File: config.mk
export PLATFORM = sky130hd
export DESIGN_NAME = set_assoc_tag_ram_flat
export DESIGN_NICKNAME = d
export VERILOG_FILES = /design/src/rtl/set_assoc_tag_ram_if.sv /design/src/rtl/set_assoc_tag_ram.sv /design/src/flat_wrapper.sv
export SDC_FILE = /design/constraint.sdc
export NUM_CORES = 2
export LEC_CHECK = 0
export CORE_MARGIN = 5
export CORE_UTILIZATION = 50
export CTS_CLUSTER_SIZE = 12
export DETAILED_ROUTE_END_ITERATION = 10
export GPL_TIMING_DRIVEN = 0
export HOLD_SLACK_MARGIN = 0.05
export MAX_ROUTING_LAYER = met4
export PLACE_DENSITY = 0.74
export SETUP_SLACK_MARGIN = 0.15
export SYNTH_ARGS = -nofsm -noshare
export SYNTH_HDL_FRONTEND = slang
export SYNTH_SLANG_ARGS = --single-unit
export TNS_END_PERCENT = 1
File: constraint.sdc
create_clock -name clk -period 20.9 [get_ports clk]
set_input_delay 6.27 -clock clk [delete_from_list [all_inputs] [get_ports clk]]
set_output_delay 6.27 -clock clk [all_outputs]
set_load 0.03 [all_outputs]
File: src/rtl/set_assoc_tag_ram_if.sv
// Request/response bundle for set_assoc_tag_ram.
// master: requester side (drives idx/tag/payload_i/valid_i/we/flush_i).
// slave : tag RAM side (drives hit_o/hit_way_o/payload_o/busy_o).
interface set_assoc_tag_ram_if #(
   parameter int unsigned SET_ADDR_WIDTH = 4,
   parameter int unsigned WAYS           = 4,
   parameter int unsigned TAG_WIDTH      = 20,
   parameter int unsigned PAYLOAD_WIDTH  = 32
) ();
   localparam int unsigned WAY_W = $clog2(WAYS);

   logic [SET_ADDR_WIDTH-1:0] idx;
   logic [TAG_WIDTH-1:0]      tag;
   logic [PAYLOAD_WIDTH-1:0]  payload_i;
   logic                      valid_i;
   logic                      we;
   logic                      flush_i;
   logic                      hit_o;
   logic [WAY_W-1:0]          hit_way_o;
   logic [PAYLOAD_WIDTH-1:0]  payload_o;
   logic                      busy_o;

   modport master (
      output idx, tag, payload_i, valid_i, we, flush_i,
      input  hit_o, hit_way_o, payload_o, busy_o
   );

   modport slave (
      input  idx, tag, payload_i, valid_i, we, flush_i,
      output hit_o, hit_way_o, payload_o, busy_o
   );
endinterface

File: src/rtl/set_assoc_tag_ram.sv
// N-way set-associative tag/payload store with combinational lookup,
// registered writes, per-set victim selection and a sequential flush engine.
// Ports: clk, resetn (async active-low), bus (set_assoc_tag_ram_if.slave):
//   idx/tag/payload_i/valid_i/we/flush_i in; hit_o/hit_way_o/payload_o/busy_o out.
// Build option: TAG_RAM_PLRU_EN selects tree pseudo-LRU replacement;
// otherwise a per-set round-robin pointer is used.
module set_assoc_tag_ram #(
   parameter int unsigned SET_ADDR_WIDTH = 4,
   parameter int unsigned WAYS           = 4,
   parameter int unsigned TAG_WIDTH      = 20,
   parameter int unsigned PAYLOAD_WIDTH  = 32
) (
   input logic                clk,
   input logic                resetn,
   set_assoc_tag_ram_if.slave bus
);
   localparam int unsigned SETS   = 2**SET_ADDR_WIDTH;
   localparam int unsigned WAY_W  = $clog2(WAYS);
   localparam int unsigned PLRU_W = WAYS - 1;

   typedef enum logic {IDLE = 1'b0, FLUSH = 1'b1} state_e;

   state_e                    state_q, state_d;
   logic [SET_ADDR_WIDTH-1:0] cnt_q, cnt_d;
   logic                      busy_c;
   logic                      clr_c;

   logic [TAG_WIDTH-1:0]     tag_mem [SETS][WAYS];
   logic [PAYLOAD_WIDTH-1:0] pay_mem [SETS][WAYS];
   logic [WAYS-1:0]          valid_q [SETS];

   logic             raw_hit_c;
   logic [WAY_W-1:0] raw_way_c;
   logic             hit_c;
   logic             free_any_c;
   logic [WAY_W-1:0] free_way_c;
   logic [WAY_W-1:0] victim_c;
   logic [WAY_W-1:0] wr_way_c;
   logic             wr_en_c;

   // FSM state register and flush set counter
   always_ff @(posedge clk or negedge resetn) begin
      if (!resetn) begin
         state_q <= IDLE;
         cnt_q   <= '0;
      end else begin
         state_q <= state_d;
         cnt_q   <= cnt_d;
      end
   end

   // FSM next state; a flush request on the final flush edge restarts it
   always_comb begin
      state_d = state_q;
      cnt_d   = cnt_q;
      unique case (state_q)
         IDLE: begin
            if (bus.flush_i) begin
               state_d = FLUSH;
               cnt_d   = '0;
            end
         end
         FLUSH: begin
            cnt_d = cnt_q + SET_ADDR_WIDTH'(1);
            if (cnt_q == SET_ADDR_WIDTH'(SETS - 1)) begin
               state_d = bus.flush_i ? FLUSH : IDLE;
               cnt_d   = '0;
            end
         end
         default: begin
            state_d = IDLE;
            cnt_d   = '0;
         end
      endcase
   end

   // FSM outputs
   always_comb begin
      busy_c = 1'b0;
      clr_c  = 1'b0;
      if (state_q == FLUSH) begin
         busy_c = 1'b1;
         clr_c  = 1'b1;
      end
   end

   // Tag compare across all ways of the addressed set
   always_comb begin
      raw_hit_c = 1'b0;
      raw_way_c = '0;
      for (int unsigned w = 0; w < WAYS; w++) begin
         if (valid_q[bus.idx][w] && (tag_mem[bus.idx][w] == bus.tag)) begin
            raw_hit_c = 1'b1;
            raw_way_c = WAY_W'(w);
         end
      end
   end

   // Lowest-numbered invalid way (descending scan so the lowest wins)
   always_comb begin
      free_any_c = 1'b0;
      free_way_c = '0;
      for (int w = int'(WAYS) - 1; w >= 0; w--) begin
         if (!valid_q[bus.idx][w]) begin
            free_any_c = 1'b1;
            free_way_c = WAY_W'(w);
         end
      end
   end

   assign hit_c         = raw_hit_c && !busy_c;
   assign bus.hit_o     = hit_c;
   assign bus.hit_way_o = hit_c ? raw_way_c : '0;
   assign bus.payload_o = hit_c ? pay_mem[bus.idx][raw_way_c] : '0;
   assign bus.busy_o    = busy_c;

   // Flush request in IDLE takes precedence over a same-cycle write
   assign wr_en_c  = bus.valid_i && bus.we && !busy_c && !bus.flush_i;
   assign wr_way_c = raw_hit_c ? raw_way_c : (free_any_c ? free_way_c : victim_c);

   // Tag/payload storage is never cleared, so it carries no reset
   always_ff @(posedge clk) begin
      if (wr_en_c) begin
         tag_mem[bus.idx][wr_way_c] <= bus.tag;
         pay_mem[bus.idx][wr_way_c] <= bus.payload_i;
      end
   end

   // Valid bits: flush clears one set per cycle
   always_ff @(posedge clk or negedge resetn) begin
      if (!resetn) begin
         for (int unsigned s = 0; s < SETS; s++) valid_q[s] <= '0;
      end else if (clr_c) begin
         valid_q[cnt_q] <= '0;
      end else if (wr_en_c) begin
         valid_q[bus.idx][wr_way_c] <= 1'b1;
      end
   end

`ifdef TAG_RAM_PLRU_EN
   logic [PLRU_W-1:0] repl_q [SETS];
   logic              rd_hit_c;
   logic [WAY_W-1:0]  acc_way_c;

   // Walk from the root; a 0 bit steers to the lower half
   function automatic logic [WAY_W-1:0] plru_victim(input logic [PLRU_W-1:0] bits);
      int unsigned      node;
      logic             b;
      logic [WAY_W-1:0] way;
      node = 0;
      way  = '0;
      for (int unsigned l = 0; l < WAY_W; l++) begin
         b                = bits[node];
         way[WAY_W-1-l]   = b;
         node             = 2 * node + 1 + 32'(b);
      end
      return way;
   endfunction

   // Point every node on the accessed way's path away from it
   function automatic logic [PLRU_W-1:0] plru_touch(input logic [PLRU_W-1:0] bits,
                                                    input logic [WAY_W-1:0]  way);
      int unsigned       node;
      logic              b;
      logic [PLRU_W-1:0] r;
      r    = bits;
      node = 0;
      for (int unsigned l = 0; l < WAY_W; l++) begin
         b       = way[WAY_W-1-l];
         r[node] = ~b;
         node    = 2 * node + 1 + 32'(b);
      end
      return r;
   endfunction

   assign victim_c  = plru_victim(repl_q[bus.idx]);
   assign rd_hit_c  = bus.valid_i && !bus.we && hit_c && !bus.flush_i;
   assign acc_way_c = wr_en_c ? wr_way_c : raw_way_c;

   always_ff @(posedge clk or negedge resetn) begin
      if (!resetn) begin
         for (int unsigned s = 0; s < SETS; s++) repl_q[s] <= '0;
      end else if (clr_c) begin
         repl_q[cnt_q] <= '0;
      end else if (wr_en_c || rd_hit_c) begin
         repl_q[bus.idx] <= plru_touch(repl_q[bus.idx], acc_way_c);
      end
   end
`else
   logic [WAY_W-1:0] repl_q [SETS];

   assign victim_c = repl_q[bus.idx];

   // Pointer advances only when a valid way is evicted
   always_ff @(posedge clk or negedge resetn) begin
      if (!resetn) begin
         for (int unsigned s = 0; s < SETS; s++) repl_q[s] <= '0;
      end else if (clr_c) begin
         repl_q[cnt_q] <= '0;
      end else if (wr_en_c && !raw_hit_c && !free_any_c) begin
         repl_q[bus.idx] <= repl_q[bus.idx] + WAY_W'(1);
      end
   end
`endif

endmodule
File: src/flat_wrapper.sv
// flat-port wrapper written by rule: the top's interface ports become plain ports
module set_assoc_tag_ram_flat 
#(
   parameter int unsigned SET_ADDR_WIDTH = 4,
   parameter int unsigned WAYS           = 4,
   parameter int unsigned TAG_WIDTH      = 20,
   parameter int unsigned PAYLOAD_WIDTH  = 32
)
  (clk, resetn, bus_idx, bus_tag, bus_payload_i, bus_valid_i, bus_we, bus_flush_i, bus_hit_o, bus_hit_way_o, bus_payload_o, bus_busy_o);
  set_assoc_tag_ram_if #(.SET_ADDR_WIDTH(SET_ADDR_WIDTH), .WAYS(WAYS), .TAG_WIDTH(TAG_WIDTH), .PAYLOAD_WIDTH(PAYLOAD_WIDTH)) bus_i ();
  input logic clk;
  input logic resetn;
  input wire logic [$bits(bus_i.idx)-1:0] bus_idx;
  input wire logic [$bits(bus_i.tag)-1:0] bus_tag;
  input wire logic [$bits(bus_i.payload_i)-1:0] bus_payload_i;
  input wire logic [$bits(bus_i.valid_i)-1:0] bus_valid_i;
  input wire logic [$bits(bus_i.we)-1:0] bus_we;
  input wire logic [$bits(bus_i.flush_i)-1:0] bus_flush_i;
  output wire logic [$bits(bus_i.hit_o)-1:0] bus_hit_o;
  output wire logic [$bits(bus_i.hit_way_o)-1:0] bus_hit_way_o;
  output wire logic [$bits(bus_i.payload_o)-1:0] bus_payload_o;
  output wire logic [$bits(bus_i.busy_o)-1:0] bus_busy_o;
  assign bus_i.idx = bus_idx;
  assign bus_i.tag = bus_tag;
  assign bus_i.payload_i = bus_payload_i;
  assign bus_i.valid_i = bus_valid_i;
  assign bus_i.we = bus_we;
  assign bus_i.flush_i = bus_flush_i;
  assign bus_hit_o = bus_i.hit_o;
  assign bus_hit_way_o = bus_i.hit_way_o;
  assign bus_payload_o = bus_i.payload_o;
  assign bus_busy_o = bus_i.busy_o;
  set_assoc_tag_ram #(.SET_ADDR_WIDTH(SET_ADDR_WIDTH), .WAYS(WAYS), .TAG_WIDTH(TAG_WIDTH), .PAYLOAD_WIDTH(PAYLOAD_WIDTH)) u_core (.clk(clk), .resetn(resetn), .bus(bus_i));
endmodule
-- Yosys cells after proc, flatten, opt, wreduce, memory -nomap -nowiden
Memories as Yosys holds them, arrays and structs flattened.
Index checks and enable logic that the tools add are counted.
- bits in registers: 101
- RAM bits: 3328
- input port bits: 61
- output and inout bits: 36
- word-level logic and storage cells: 140
- memories: 2
- memories (memory ; words ; bits a word ; rd ports ; clocked after Yosys merged registers in ; write ports ; line ; RTL):
    u_core.pay_mem ; 16 ; 128 ; 1 ; 0 ; 1 ; set_assoc_tag_ram.sv:29 ; logic [PAYLOAD_WIDTH-1:0] pay_mem [SETS][WAYS];
    u_core.tag_mem ; 16 ; 80 ; 1 ; 0 ; 1 ; set_assoc_tag_ram.sv:28 ; logic [TAG_WIDTH-1:0] tag_mem [SETS][WAYS];
- $add $sub $neg: 2
- magnitude comparators: 9
- eq/ne operators: 6
- multiplexer cells: 57
- bitwise operators: 10
- reduce and logical (&&, ||, !) cells: 20
- operator list (operator ; count):
    two-way mux 32 bit ; 6
    two-way mux 128 bit ; 1
    two-way mux 64 bit ; 2
    equality test 20 bit ; 4
    two-way mux 80 bit ; 1
    bitwise AND 64 bit ; 1
    binary-select mux 32 bit (select 2 bit) ; 1
    demux 32 bit (select 2 bit) ; 1
    inverter 64 bit ; 1
    bitwise OR 64 bit ; 1
    demux 20 bit (select 2 bit) ; 1
    bitwise AND 32 bit ; 1
    bitwise mux 32 bit ; 1
    demux 4 bit (select 4 bit) ; 2
    inverter 32 bit ; 1
    two-way mux 2 bit ; 13
    two-way mux 4 bit ; 6
    two-way mux 20 bit ; 1
    binary-select mux 4 bit (select 4 bit) ; 1
    demux 2 bit (select 4 bit) ; 2
    logical AND 1 bit ; 14
    two-way mux 1 bit ; 14
    greater-or-equal comparator 5 bit (second input constant) ; 2
    < comparator 5 x 1 -> 1 bit (second input constant) ; 2
    other kinds (17) ; 24

-- Longest topological paths before layout
- depth after elaboration: 19
- gate-level depth with buffers: 20
- gate-level depth less buffers: 10

-- Worst setup path before layout
OpenSTA, ideal clock, no wires.
- kind: input port to output port
- start point: input bus_idx[0]
- end point: output bus_payload_o[14]
- data arrival time: 9.913 ns
- path slack: 4.717 ns
- stages on the path: 15
- cells stage by stage: buf_6 buf_12 buf_12 buf_8 buf_2 mux4_2 a22o_1 a221oi_1 xnor2_1 nand4_1 nor4_2 clkbuf_1 buf_2 nand2_1 a32oi_1
- longest elaborated chain between the ends: 13
- elaborated cells between the ends (all ways): 27
- RTL lines (element ; line ; RTL):
    start, declared ; flat_wrapper.sv:13 ; input wire logic [$bits(bus_i.idx)-1:0] bus_idx;
    branches (longest 12 deep; another with memory read (16 x 80 bit)) ; - ;
    two-way mux 32 bit (*) ; set_assoc_tag_ram.sv:114 ; assign bus.payload_o = hit_c ? pay_mem[bus.idx][raw_way_c] : '0;
    end, declared ; flat_wrapper.sv:21 ; output wire logic [$bits(bus_i.payload_o)-1:0] bus_payload_o;
Mark *: on every way between the ends. The select of a mux whose other input is x is not followed.

-- Worst setup path in the final report
- start point: input bus_idx[3]
- end point: output bus_payload_o[5]
Same word-level chain as after synthesis.

==> flow_summary_export.csv <==
group,metric,value,unit
timing,holdWs,0.480,ns
clock_tree,tritoncts,"done",
clock_tree,clkTransAtPathRegs,0.06,ns
timing,relSlewSlack,-1.85,%
routing,drt-pass1-iter-count,6,
clock_tree,post_cts_buffers,0,
place,dp_slack,0.425,ns
worst_setup_path,crit_end,"bus_payload_o[5]",
yosys,netlist_area,134000,um2
die,rows,190,
worst_setup_path,reg2reg_depth,15,
status,violations,"max-capacitance violations, max-slew violations, negative setup slack",
timing,worstMarginPinSlew,1.51,ns
timing,fmax,0.0477,GHz
pwr,p_total,14.0,mW
pwr,switching_power,3.05,mW
worst_setup_path,cp-startpoint,"bus_idx[3]",
cells_and_area,area.growth.synth_to_final,14.6,%
cells_and_area,fin_util,57.5,%
place,numPortBuffers,95,
die,core,268000,um2
grt,grt_pass1_vias,70722,
cells_and_area,drive_gt1_share,26.6,%
clock_tree,htreeDepth,5,
worst_setup_path,arrival,14.68,ns
timing,maxSlewViolCount,4,
pwr,power_frac_clock,39.7,%
yosys,yosys_warnings,0,
hold_path,min_path_cells,2,
place,finalWeightedCongestion,0.953,
clock_tree,root_buffer,"clkbuf_16",
yosys,syn_nets,6155,
routing,drc,0,
place,hpwl,259,mm
worst_setup_path,crit_fanout,10,
pwr,power_density,90.7,nW/um2
timing,skew,0.0515,ns
clock_tree,cts_hold_buf,0,
worst_setup_path,worstSetupPathType,"primary input to output port",
worst_setup_path,crit_path_end_kind,"output port",
place,placedCellCount,9985,
clock_tree,clock_sinks,3429,
worst_setup_path,regToRegEndpoint,"u_core.pay_mem[0][35]",
worst_setup_path,r2r_start,"u_core.tag_mem[1][33]",
grt,grt_pass1_wl,553,mm
timing,setup_slack,-0.0456,ns
clock_tree,clock_path_buffers,4,
routing,route.met3.wl,50.9,mm
timing,setup_viol,1,
die,start_util,50.2,%
cells_and_area,final_cell_mix,"3328 x edfxtp_1, 823 x mux4_2, 348 x clkbuf_16",
clock_tree,ctsResizeCount,0,
job,maxCapViolCount,1,
clock_tree,cts-buffers-inserted,342,
routing,vias_per_cell,6.81,
routing,vias,71462,
yosys,yosysTopAreaCell,"edfxtp_1",
cells_and_area,finish.instance_area,154000,um2
timing,tns,-0.0456,ns
pwr,internal_power,10.9,mW
timing,hold_viol_final,0,
pwr,power_frac_comb,6.0,%
yosys,synth_edf_count,3328,
yosys,seq_area_frac_synth,76.3,%
yosys,ys.flop_type,"edfxtp_1",
worst_setup_path,r2r_slack,14.49,ns
timing,period_minus_slack,20.95,ns
hold_path,min_path_type,"flip-flop to flip-flop",
routing,wl_met2,188,mm
routing,drt-met1-wl,137,mm
worst_setup_path,crit_required,14.63,ns
routing,drt-total-wl,399,mm
pwr,p_leak,49.3,nW
die,io_pins,97,
yosys,synth_cell_types,86,
pwr,p_sw_share,21.8,%
die,die_width,528,um
timing,rsz0062_at_grt,"false",
routing,wl_per_cell,38.0,um
pwr,p_seq_share,54.3,%
status,status,"finished, violations left",
routing,ant_nets,0,
place,placed_area,144000,um2
yosys,yosys-top-cells-area,"edfxtp_1 74%, mux4_2 14%, mux2i_1 2.4%, dfrtp_1 1.9%, mux4_1 0.67%",
yosys,synth-seq-cells,3429,
yosys,synth_top_area_share,74.4,%
grt,antenna_found_initial,18,
pwr,peakVddDrop,0.0969,mV
routing,drtIter0Drc,12187,
hold_path,hold_start,"u_core.valid_q[26]",
clock_tree,clock_latency,0.91,ns
grt,track_usage,29.1,%
yosys,synth-async-reset-ratio,2.95,%
cells_and_area,final_common_cell,"edfxtp_1",
yosys,synthCells,6090,
yosys,postSynthAreaPerCell,22.0,um2
grt,grt_max_degree,66,
grt,grt_overflow_total,0,
cells_and_area,final_nets,6843,
cells_and_area,layoutNonFillerInstCount,10493,
timing,finalCritPeriodShare,100,%
worst_setup_path,startpoint_type,"primary input",
die,die_h,528,um
routing,top_layer_used,"met4",
die,dieArea,279000,um2
critical path, cell delays in order:
cell and delay, ns:
clkdlybuf4s50_1 0.81, inv_1 0.58, buf_1 0.75, clkbuf_2 0.81, nand3_1 0.40, nand3_1 0.19
nand3_1 0.09, nor4_1 1.21, nand2_1 1.00, clkbuf_1 0.46, clkbuf_1 0.44, o21ai_0 0.43
a21oi_1 0.41, clkdlybuf4s50_1 0.74
final cells by class:
| cell class | instances | area, um2 |
|---|---|---|
| fill | 18715 | 114000 |
| sequential | 3429 | 102000 |
| multi-input combinational | 2295 | 30300 |
| clock buffer | 430 | 9030 |
| timing repair buffer | 344 | 5100 |
| tap | 3552 | 4440 |
| buffer | 343 | 1910 |
| clock inverter | 61 | 534 |
| inverter | 23 | 86.3 |
| antenna | 16 | 40.0 |
cell families after synthesis:
family	Yosys count	synth area share (%)
buf+inv	366	1.48
mux	1245	17.4
xor+xnor	82	0.535
simple gates	511	1.89
flops	3429	76.3
compound gates	453	2.31
fa+ha+maj	4	0.0373
state kept, by name (all words and copies together), names as in the netlist:
register        cells
u_core.state_q      1
u_core.repl_q      32
u_core.valid_q     64
u_core.cnt_q        4
u_core.pay_mem   2048
u_core.tag_mem   1280
Yosys cell counts, types with 9 or more instances:
| library cell | count |
|---|---|
| edfxtp_1 | 3328 |
| mux4_2 | 823 |
| mux2i_1 | 325 |
| nand2_1 | 206 |
| clkbuf_1 | 111 |
| dfrtp_1 | 101 |
| nor2_1 | 97 |
| a22oi_1 | 95 |
| buf_2 | 94 |
| o21ai_0 | 84 |
| xnor2_1 | 74 |
| mux2_2 | 63 |
| buf_4 | 53 |
| buf_1 | 51 |
| a21oi_1 | 48 |
| nor3_1 | 41 |
| nand3_1 | 37 |
| o22ai_1 | 37 |
| mux4_1 | 34 |
| buf_6 | 25 |
| a221oi_1 | 24 |
| nand4_1 | 23 |
| a211oi_1 | 22 |
| a21o_1 | 22 |
| and2_1 | 20 |
| and3_1 | 20 |
| o21a_1 | 17 |
| o21ai_1 | 17 |
| inv_1 | 16 |
| a22o_1 | 10 |
| a31oi_1 | 10 |
| nor4_1 | 10 |
| nor2b_1 | 9 |
metal layers:
layer | GRT usage [%] | vias to the layer above
met5 | - | -
met4 | 13.6 | 0
met3 | 7.60 | 1167
met2 | 44.4 | 6076
met1 | 37.1 | 37219
li1 | - | 27000
power groups by stage:
stage               logic [mW]  registers (mW)  clock network, mW
floorplan                0.435            7.71                  0
global route             0.870            7.57               5.86
global placement         0.772            7.73                  0
detailed placement       0.817            7.71                  0
finish                   0.844            7.57               5.54
CTS                      0.824            7.57               5.56
worst min-delay path by stage:
stage / endpoint / slack, ns
final: u_core.valid_q[26] / 0.48
after global routing: u_core.valid_q[39] / 0.49
after CTS: u_core.valid_q[39] / 0.48
after detailed placement: u_core.valid_q[23] / 0.46
after global placement: u_core.valid_q[35] / 0.45
after floorplan: u_core.valid_q[26] / 0.44
Note: power is estimated with default switching activity, not from simulation.
